$ cat config.mk
export PLATFORM = sky130hd
export DESIGN_NAME = mouse_position_tracker_flat
export DESIGN_NICKNAME = d
export VERILOG_FILES = /design/src/rtl/mouse_position_tracker_pkg.sv /design/src/rtl/mouse_position_tracker_if.sv /design/src/rtl/mouse_position_tracker_axis_accum.sv /design/src/rtl/mouse_position_tracker.sv /design/src/flat_wrapper.sv
export SDC_FILE = /design/constraint.sdc
export NUM_CORES = 1
export LEC_CHECK = 0
export BUFFER_PORTS_ARGS = -buffer_cell sky130_fd_sc_hd__buf_2
export CORE_ASPECT_RATIO = 1.25
export CORE_MARGIN = 2
export CORE_UTILIZATION = 50
export CTS_BUF_LIST = sky130_fd_sc_hd__clkbuf_16
export CTS_CLUSTER_DIAMETER = 100
export CTS_CLUSTER_SIZE = 40
export DETAILED_ROUTE_END_ITERATION = 10
export GPL_TIMING_DRIVEN = 0
export PLACE_DENSITY_LB_ADDON = 0.08
export SLEW_MARGIN = 5
export SYNTH_ARGS = -nofsm -noshare
export SYNTH_HDL_FRONTEND = slang
export SYNTH_SLANG_ARGS = --single-unit
$ cat constraint.sdc
create_clock -name clk_sys -period 2.69 [get_ports clk_sys]
set_clock_uncertainty 0.05 [all_clocks]
set_input_delay 0.269 -clock clk_sys [delete_from_list [all_inputs] [get_ports clk_sys]]
set_output_delay 0.269 -clock clk_sys [all_outputs]
set_load 0.02 [all_outputs]
$ cat src/rtl/mouse_position_tracker_pkg.sv
// Shared types and constants for the mouse position tracker.
// Status byte layout, delta/position widths and the delta formation helper.
package mouse_pkg;

  localparam int BIT_L   = 0;
  localparam int BIT_R   = 1;
  localparam int BIT_M   = 2;
  localparam int BIT_ONE = 3;
  localparam int BIT_XS  = 4;
  localparam int BIT_YS  = 5;
  localparam int BIT_XO  = 6;
  localparam int BIT_YO  = 7;

  localparam int DELTA_W = 10;
  localparam int POS_W   = 10;
  localparam int SUM_W   = 12;

  typedef struct packed {
    logic yo;
    logic xo;
    logic ys;
    logic xs;
    logic one;
    logic m;
    logic r;
    logic l;
  } mouse_status_t;

  typedef logic signed [DELTA_W-1:0] delta_t;

  // Overflowed packets carry a meaningless magnitude, so they pin to the extreme.
  function automatic delta_t form_delta(input logic sign, input logic ovf,
                                        input logic [7:0] mag, input logic invert);
    delta_t d;
    if (ovf) begin
      d = sign ? 10'sh300 : 10'sh0FF;
    end else begin
      d = {sign, sign, mag};
    end
    if (invert) begin
      d = -d;
    end
    return d;
  endfunction

endpackage

$ cat src/rtl/mouse_position_tracker_if.sv
// Packet bus from the PS/2 transceiver: one-cycle valid with status and deltas.
// No backpressure; the consumer must accept one packet every cycle.
interface mouse_pkt_if;
  import mouse_pkg::*;

  logic          packet_valid;
  mouse_status_t mouse_status;
  logic [7:0]    mouse_dx;
  logic [7:0]    mouse_dy;

  modport master (
    output packet_valid,
    output mouse_status,
    output mouse_dx,
    output mouse_dy
  );

  modport slave (
    input packet_valid,
    input mouse_status,
    input mouse_dx,
    input mouse_dy
  );

endinterface

$ cat src/rtl/mouse_position_tracker_axis_accum.sv
// One axis: registers the signed delta, then adds it to the position with clamping.
// Latency 2 cycles (delta reg, position reg); no backpressure, one delta per cycle.
module axis_accum
  import mouse_pkg::*;
#(
  parameter int LIMIT  = 160,
  parameter int INIT   = 80,
  parameter bit INVERT = 1'b0
) (
  input  logic             clk_sys,
  input  logic             rst_n,
  input  logic             accept,
  input  logic             sign,
  input  logic             ovf,
  input  logic [7:0]       mag,
  input  logic             apply,
  input  logic             recentre,
  output logic [POS_W-1:0] pos
);

  localparam logic [POS_W-1:0]        INIT_POS = POS_W'(INIT);
  localparam logic [POS_W-1:0]        MAX_POS  = POS_W'(LIMIT - 1);
  localparam logic signed [SUM_W-1:0] MAX_SUM  = SUM_W'(LIMIT - 1);

  delta_t                  s1_delta;
  logic signed [SUM_W-1:0] sum;
  logic [POS_W-1:0]        clamped;

  always_ff @(posedge clk_sys or negedge rst_n) begin
    if (!rst_n) begin
      s1_delta <= '0;
    end else if (accept) begin
      s1_delta <= form_delta(sign, ovf, mag, INVERT);
    end
  end

  // Position is always non-negative, so zero-extend it; the delta sign-extends.
  always_comb begin
    sum = $signed({{(SUM_W-POS_W){1'b0}}, pos})
        + $signed({{(SUM_W-DELTA_W){s1_delta[DELTA_W-1]}}, s1_delta});
    if (sum < 0) begin
      clamped = '0;
    end else if (sum > MAX_SUM) begin
      clamped = MAX_POS;
    end else begin
      clamped = sum[POS_W-1:0];
    end
  end

  always_ff @(posedge clk_sys or negedge rst_n) begin
    if (!rst_n) begin
      pos <= INIT_POS;
    end else if (recentre) begin
      pos <= INIT_POS;
    end else if (apply) begin
      pos <= clamped;
    end
  end

endmodule

$ cat src/rtl/mouse_position_tracker.sv
// Turns PS/2 relative packets into clamped absolute X/Y plus buttons and click pulses.
// Latency 2 cycles packet_valid -> pos_valid; no backpressure, one packet per cycle.
module mouse_position_tracker
  import mouse_pkg::*;
#(
  parameter int X_LIMIT  = 160,
  parameter int Y_LIMIT  = 120,
  parameter int X_INIT   = 80,
  parameter int Y_INIT   = 60,
  parameter bit Y_INVERT = 1'b1
) (
  input  logic             clk_sys,
  input  logic             rst_n,
  mouse_pkt_if.slave       pkt,
  input  logic             recentre,
  output logic [POS_W-1:0] pos_x,
  output logic [POS_W-1:0] pos_y,
  output logic [2:0]       buttons,
  output logic             click_l,
  output logic             click_r,
  output logic             pos_valid,
  output logic [7:0]       err_cnt
);

  logic       accept;
  logic       bad_frame;
  logic       s1_vld;
  logic [2:0] s1_btn;

  // Bit 3 of a genuine status byte is always set; anything else is a framing slip.
  assign accept    = pkt.packet_valid &  pkt.mouse_status.one;
  assign bad_frame = pkt.packet_valid & ~pkt.mouse_status.one;

  always_ff @(posedge clk_sys or negedge rst_n) begin
    if (!rst_n) begin
      s1_vld <= 1'b0;
      s1_btn <= '0;
    end else begin
      s1_vld <= accept;
      if (accept) begin
        s1_btn <= {pkt.mouse_status.m, pkt.mouse_status.r, pkt.mouse_status.l};
      end
    end
  end

  always_ff @(posedge clk_sys or negedge rst_n) begin
    if (!rst_n) begin
      err_cnt <= '0;
    end else if (bad_frame && (err_cnt != 8'hFF)) begin
      err_cnt <= err_cnt + 8'd1;
    end
  end

  always_ff @(posedge clk_sys or negedge rst_n) begin
    if (!rst_n) begin
      buttons   <= '0;
      click_l   <= 1'b0;
      click_r   <= 1'b0;
      pos_valid <= 1'b0;
    end else begin
      pos_valid <= s1_vld | recentre;
      click_l   <= s1_vld & s1_btn[BIT_L] & ~buttons[BIT_L];
      click_r   <= s1_vld & s1_btn[BIT_R] & ~buttons[BIT_R];
      if (s1_vld) begin
        buttons <= s1_btn;
      end
    end
  end

  axis_accum #(
    .LIMIT  (X_LIMIT),
    .INIT   (X_INIT),
    .INVERT (1'b0)
  ) u_axis_x (
    .clk_sys  (clk_sys),
    .rst_n    (rst_n),
    .accept   (accept),
    .sign     (pkt.mouse_status.xs),
    .ovf      (pkt.mouse_status.xo),
    .mag      (pkt.mouse_dx),
    .apply    (s1_vld),
    .recentre (recentre),
    .pos      (pos_x)
  );

  axis_accum #(
    .LIMIT  (Y_LIMIT),
    .INIT   (Y_INIT),
    .INVERT (Y_INVERT)
  ) u_axis_y (
    .clk_sys  (clk_sys),
    .rst_n    (rst_n),
    .accept   (accept),
    .sign     (pkt.mouse_status.ys),
    .ovf      (pkt.mouse_status.yo),
    .mag      (pkt.mouse_dy),
    .apply    (s1_vld),
    .recentre (recentre),
    .pos      (pos_y)
  );

endmodule
$ cat src/flat_wrapper.sv
// flat-port wrapper written by rule: the top's interface ports become plain ports
module mouse_position_tracker_flat import mouse_pkg::*;
#(
  parameter int X_LIMIT  = 160,
  parameter int Y_LIMIT  = 120,
  parameter int X_INIT   = 80,
  parameter int Y_INIT   = 60,
  parameter bit Y_INVERT = 1'b1
)
  (clk_sys, rst_n, recentre, pos_x, pos_y, buttons, click_l, click_r, pos_valid, err_cnt, pkt_packet_valid, pkt_mouse_status, pkt_mouse_dx, pkt_mouse_dy);
  mouse_pkt_if pkt_i ();
  input  logic clk_sys;
  input  logic rst_n;
  input  logic recentre;
  output logic [POS_W-1:0] pos_x;
  output logic [POS_W-1:0] pos_y;
  output logic [2:0] buttons;
  output logic click_l;
  output logic click_r;
  output logic pos_valid;
  output logic [7:0] err_cnt;
  input wire logic [$bits(pkt_i.packet_valid)-1:0] pkt_packet_valid;
  input wire logic [$bits(pkt_i.mouse_status)-1:0] pkt_mouse_status;
  input wire logic [$bits(pkt_i.mouse_dx)-1:0] pkt_mouse_dx;
  input wire logic [$bits(pkt_i.mouse_dy)-1:0] pkt_mouse_dy;
  assign pkt_i.packet_valid = pkt_packet_valid;
  assign pkt_i.mouse_status = pkt_mouse_status;
  assign pkt_i.mouse_dx = pkt_mouse_dx;
  assign pkt_i.mouse_dy = pkt_mouse_dy;
  mouse_position_tracker #(.X_LIMIT(X_LIMIT), .Y_LIMIT(Y_LIMIT), .X_INIT(X_INIT), .Y_INIT(Y_INIT), .Y_INVERT(Y_INVERT)) u_core (.clk_sys(clk_sys), .rst_n(rst_n), .pkt(pkt_i), .recentre(recentre), .pos_x(pos_x), .pos_y(pos_y), .buttons(buttons), .click_l(click_l), .click_r(click_r), .pos_valid(pos_valid), .err_cnt(err_cnt));
endmodule
==> key figures <==
STA
  – Setup TNS: -185.3 ps
  – Min Hold Slack: -52.18 ps
  – RSZ-0062 raised after global routing: true
  – Final WS setup: -53.45 ps
  – Rel. slew slack: 0.5051
  – Slew @ Worst Pin: 742.3 ps
  – Tmin final: 2743 ps
  – Fin. max-slew vios: 0
  – Final setup fails: 8
  – Final period util: 1.020
  – Final hold vios: 51
  – Fmax achieved: 0.3645 GHz

Synthesis
  – Synth top area cells: dfrtp_1 (35%), ha_1 (8.2%), a21oi_1 (4.6%)
  – YS warnings: 0
  – Primary FF master, synth: dfrtp_1
  – Cell area after synthesis: 0.003672 mm^2
  – Ys async rst share: 1.000
  – Sequential fraction of the synthesis area: 0.3905
  – Cell taking the most area after synthesis: dfrtp_1
  – EDFF count, synth: 0
  – Synth Net Count: 442
  – Cells after Synth: 388
  – Syn avg cell area: 9.465 um^2
  – Post-synth top area share: 0.3475
  – Synth unique cells: 70
  – Flops & latches, synth: 57

Route
  – Via count: 3189
  – Drt total wl: 9109 um
  – DR top layer: met4
  – Drt pass-1 iters: 5
  – Routed wl met2: 4861 um
  – M1 WL: 3726 um
  – DR WL met3: 320 um
  – Final ANT Viol Nets: 0
  – Initial DRC Count: 138
  – Drt drc: 0
  – Routed len/inst: 16.01 um
  – DR vias/cell: 5.605

Floorplan
  – Die Area: 0.008050 mm^2
  – Die width: 80.65 um
  – IO Count: 62
  – Core area: 0.007019 mm^2
  – DIE HEIGHT: 99.82 um
  – Initial Utilization: 0.5232
  – Core Rows: 34

Clock tree
  – Clock latency at the later pin of the worst-skew pair: 330 ps
  – CTS tree: built
  – Buffers from clock root to sink, at most: 2
  – Clock Pin Slew Worst Setup and Hold Paths: 50 ps
  – CTS Buf Count: 9
  – CTS H-Tree Depth: 3
  – Number of clock sinks: 57
  – Root Driver: clkbuf_16

Placed design
  – Dpl hpwl: 6579 um
  – Placed insts: 538
  – Count of input and output buffers: 60
  – DP Area: 0.004088 mm^2
  – Gpl congestion: 0.8454

Global routing
  – Gr usage total: 0.2386
  – GRT overflow: 0
  – Largest net degree at the start of global routing: 58
  – Vias in the first global route: 3214
  – First-pass GRT wire length: 14840 um
  – Antenna violations before repair: 0

Cells and area
  – Final Net Count: 528
  – Non-filler cells, final: 569
  – Fill count: 603
  – Area Overhead vs Synth: 25.76%
  – Antenna cells: 0
  – Fin area: 0.004618 mm^2
  – Layout cells sized above 1: 0.3111
  – Final Util: 0.6579
  – FF/Latch Area: 0.001436 mm^2
  – Multi-input gate area: 0.002200 mm^2

Setup path
  – Worst Path Required: 2850 ps
  – Max FO, Critical Path: 3
  – Startpoint class of the critical path: register
  – Crit Path Class: reg2reg
  – CP Capture Type: register
  – CP arrival: 2910 ps

Status
  – Failing checks: hold timing, setup timing
  – Status: finished with violations

Power
  – Peak supply drop: 519.1 uV
  – Pwr dens: 702.4 mW/mm^2
  – Static Leak: 2.181 nW
  – Total power: 3.244 mW

Min path
  – HP Class: in2async

Run
  – Max_cap viols: 0
-- through the flow --
step	hold slack, ps	worst slack, ps
2_1_floorplan	-76.59	-27.11
3_3_place_gp	380.1	-167.5
3_5_place_dp	390.2	-199.3
4_1_cts	115.9	-19.66
5_1_grt	11.56	-155.5
6_report	-52.18	-53.45
-- cell usage after synthesis, drive strengths merged (4+ instances only) --
master,n
a21oi,36
a22o,4
nor3,9
xnor2,16
nand4,4
a21o,6
o21bai,4
nand2,33
ha,24
a31oi,5
dfstp,6
clkbuf,9
mux2,8
nor2,24
dfrtp,51
a211oi,4
o31ai,4
nand3,5
o21ai,32
inv,27
nand2b,4
and2,5
xor2,7
-- flip-flops by register name (all words and copies together) (netlist names) --
name                      cells
u_core.err_cnt                8
u_core.click_r                1
u_core.s1_vld                 1
u_core.buttons                3
u_core.pos_valid              1
u_core.u_axis_y.pos          10
u_core.s1_btn                 3
u_core.u_axis_x.s1_delta      9
u_core.click_l                1
u_core.u_axis_y.s1_delta     10
u_core.u_axis_x.pos          10
-- placed cells by master (no fill, tap or decap), types with 6 or more instances in the layout --
| master | count |
|---|---|
| inv_1 | 27 |
| dfrtp_1 | 49 |
| nor2_1 | 21 |
| buf_4 | 16 |
| clkbuf_1 | 8 |
| buf_2 | 59 |
| mux2_2 | 7 |
| ha_1 | 21 |
| o21ai_0 | 25 |
| xor2_1 | 7 |
| nor3_1 | 8 |
| clkbuf_16 | 9 |
| dfstp_2 | 6 |
| xnor2_1 | 16 |
| nand2_1 | 33 |
| a21oi_1 | 32 |
-- kinds of logic (layout without fill, tap and decap cells) --
logic type | count (synthesis) | in the layout | share of synthesized area
DFF | 57 | 57 | 0.3905
AOI/OAI and AO/OA | 124 | 124 | 0.2354
xor gates and xnor gates | 23 | 23 | 0.05485
muxes | 11 | 11 | 0.03373
adders and majority gates | 26 | 26 | 0.09268
buffers and inverters | 40 | 131 | 0.04531
and+or+nand+nor | 107 | 107 | 0.1475
-- what timing repair did --
item                                    in CTS  in global routing
hold buffers                                 0                  0
endpoints found under the setup margin      15                 15
setup buffers                                9                  7
pin swaps                                   12                  9
resized for setup                           15                 22
-- power by group --
part           internal [mW]  leakage (nW)  switching [mW]  total [mW]
clock network          0.700         0.153           0.391        1.09
registers              0.983         0.717           0.118        1.10
logic                  0.453          1.31           0.599        1.05
-- critical path: stages (launching register included) --
cell and delay [ps]:
dfrtp_1 380, ha_4 150, inv_2 30, fa_2 330, and2b_1 210, o21ai_2 80
a211oi_2 290, o21ai_1 130, a32oi_1 210, mux2_4 210, or3b_4 380, a22o_1 180
-- worst paths after layout --
kind	slack [ps]	to	depth (start not counted)	start
hold / removal	-50	u_core.err_cnt[6]	1	rst_n
setup / recovery	-50	u_core.u_axis_x.pos[7]	11	u_core.u_axis_x.s1_delta[0]
min in group clk_sys	120	u_core.s1_btn[2]	2	pkt_mouse_status[2]
hold reg to reg	400	u_core.click_l	1	u_core.buttons[0]
max in group asynchronous	2090	u_core.u_axis_x.pos[0]	1	rst_n
setup reg to reg	-50	u_core.u_axis_x.pos[7]	11	u_core.u_axis_x.s1_delta[0]
-- per-layer routing --
| metal | global-route usage | vias to the layer above |
|---|---|---|
| li1 | - | 1572 |
| met1 | 0.2689 | 1523 |
| met3 | 0.05126 | 20 |
| met4 | 0.09387 | 0 |
| met5 | 0 | - |
| met2 | 0.4327 | 74 |
-- cell type report --
class                      instances  share of cell area
timing repair buffer              76             0.09239
clock inverter                     7             0.01219
sequential                        57              0.3110
multi-input combinational        291              0.4763
buffer                            11             0.01219
inverter                          28             0.02276
tap                               90             0.02438
clock buffer                       9             0.04877
Power figures use the tool's default switching activity.
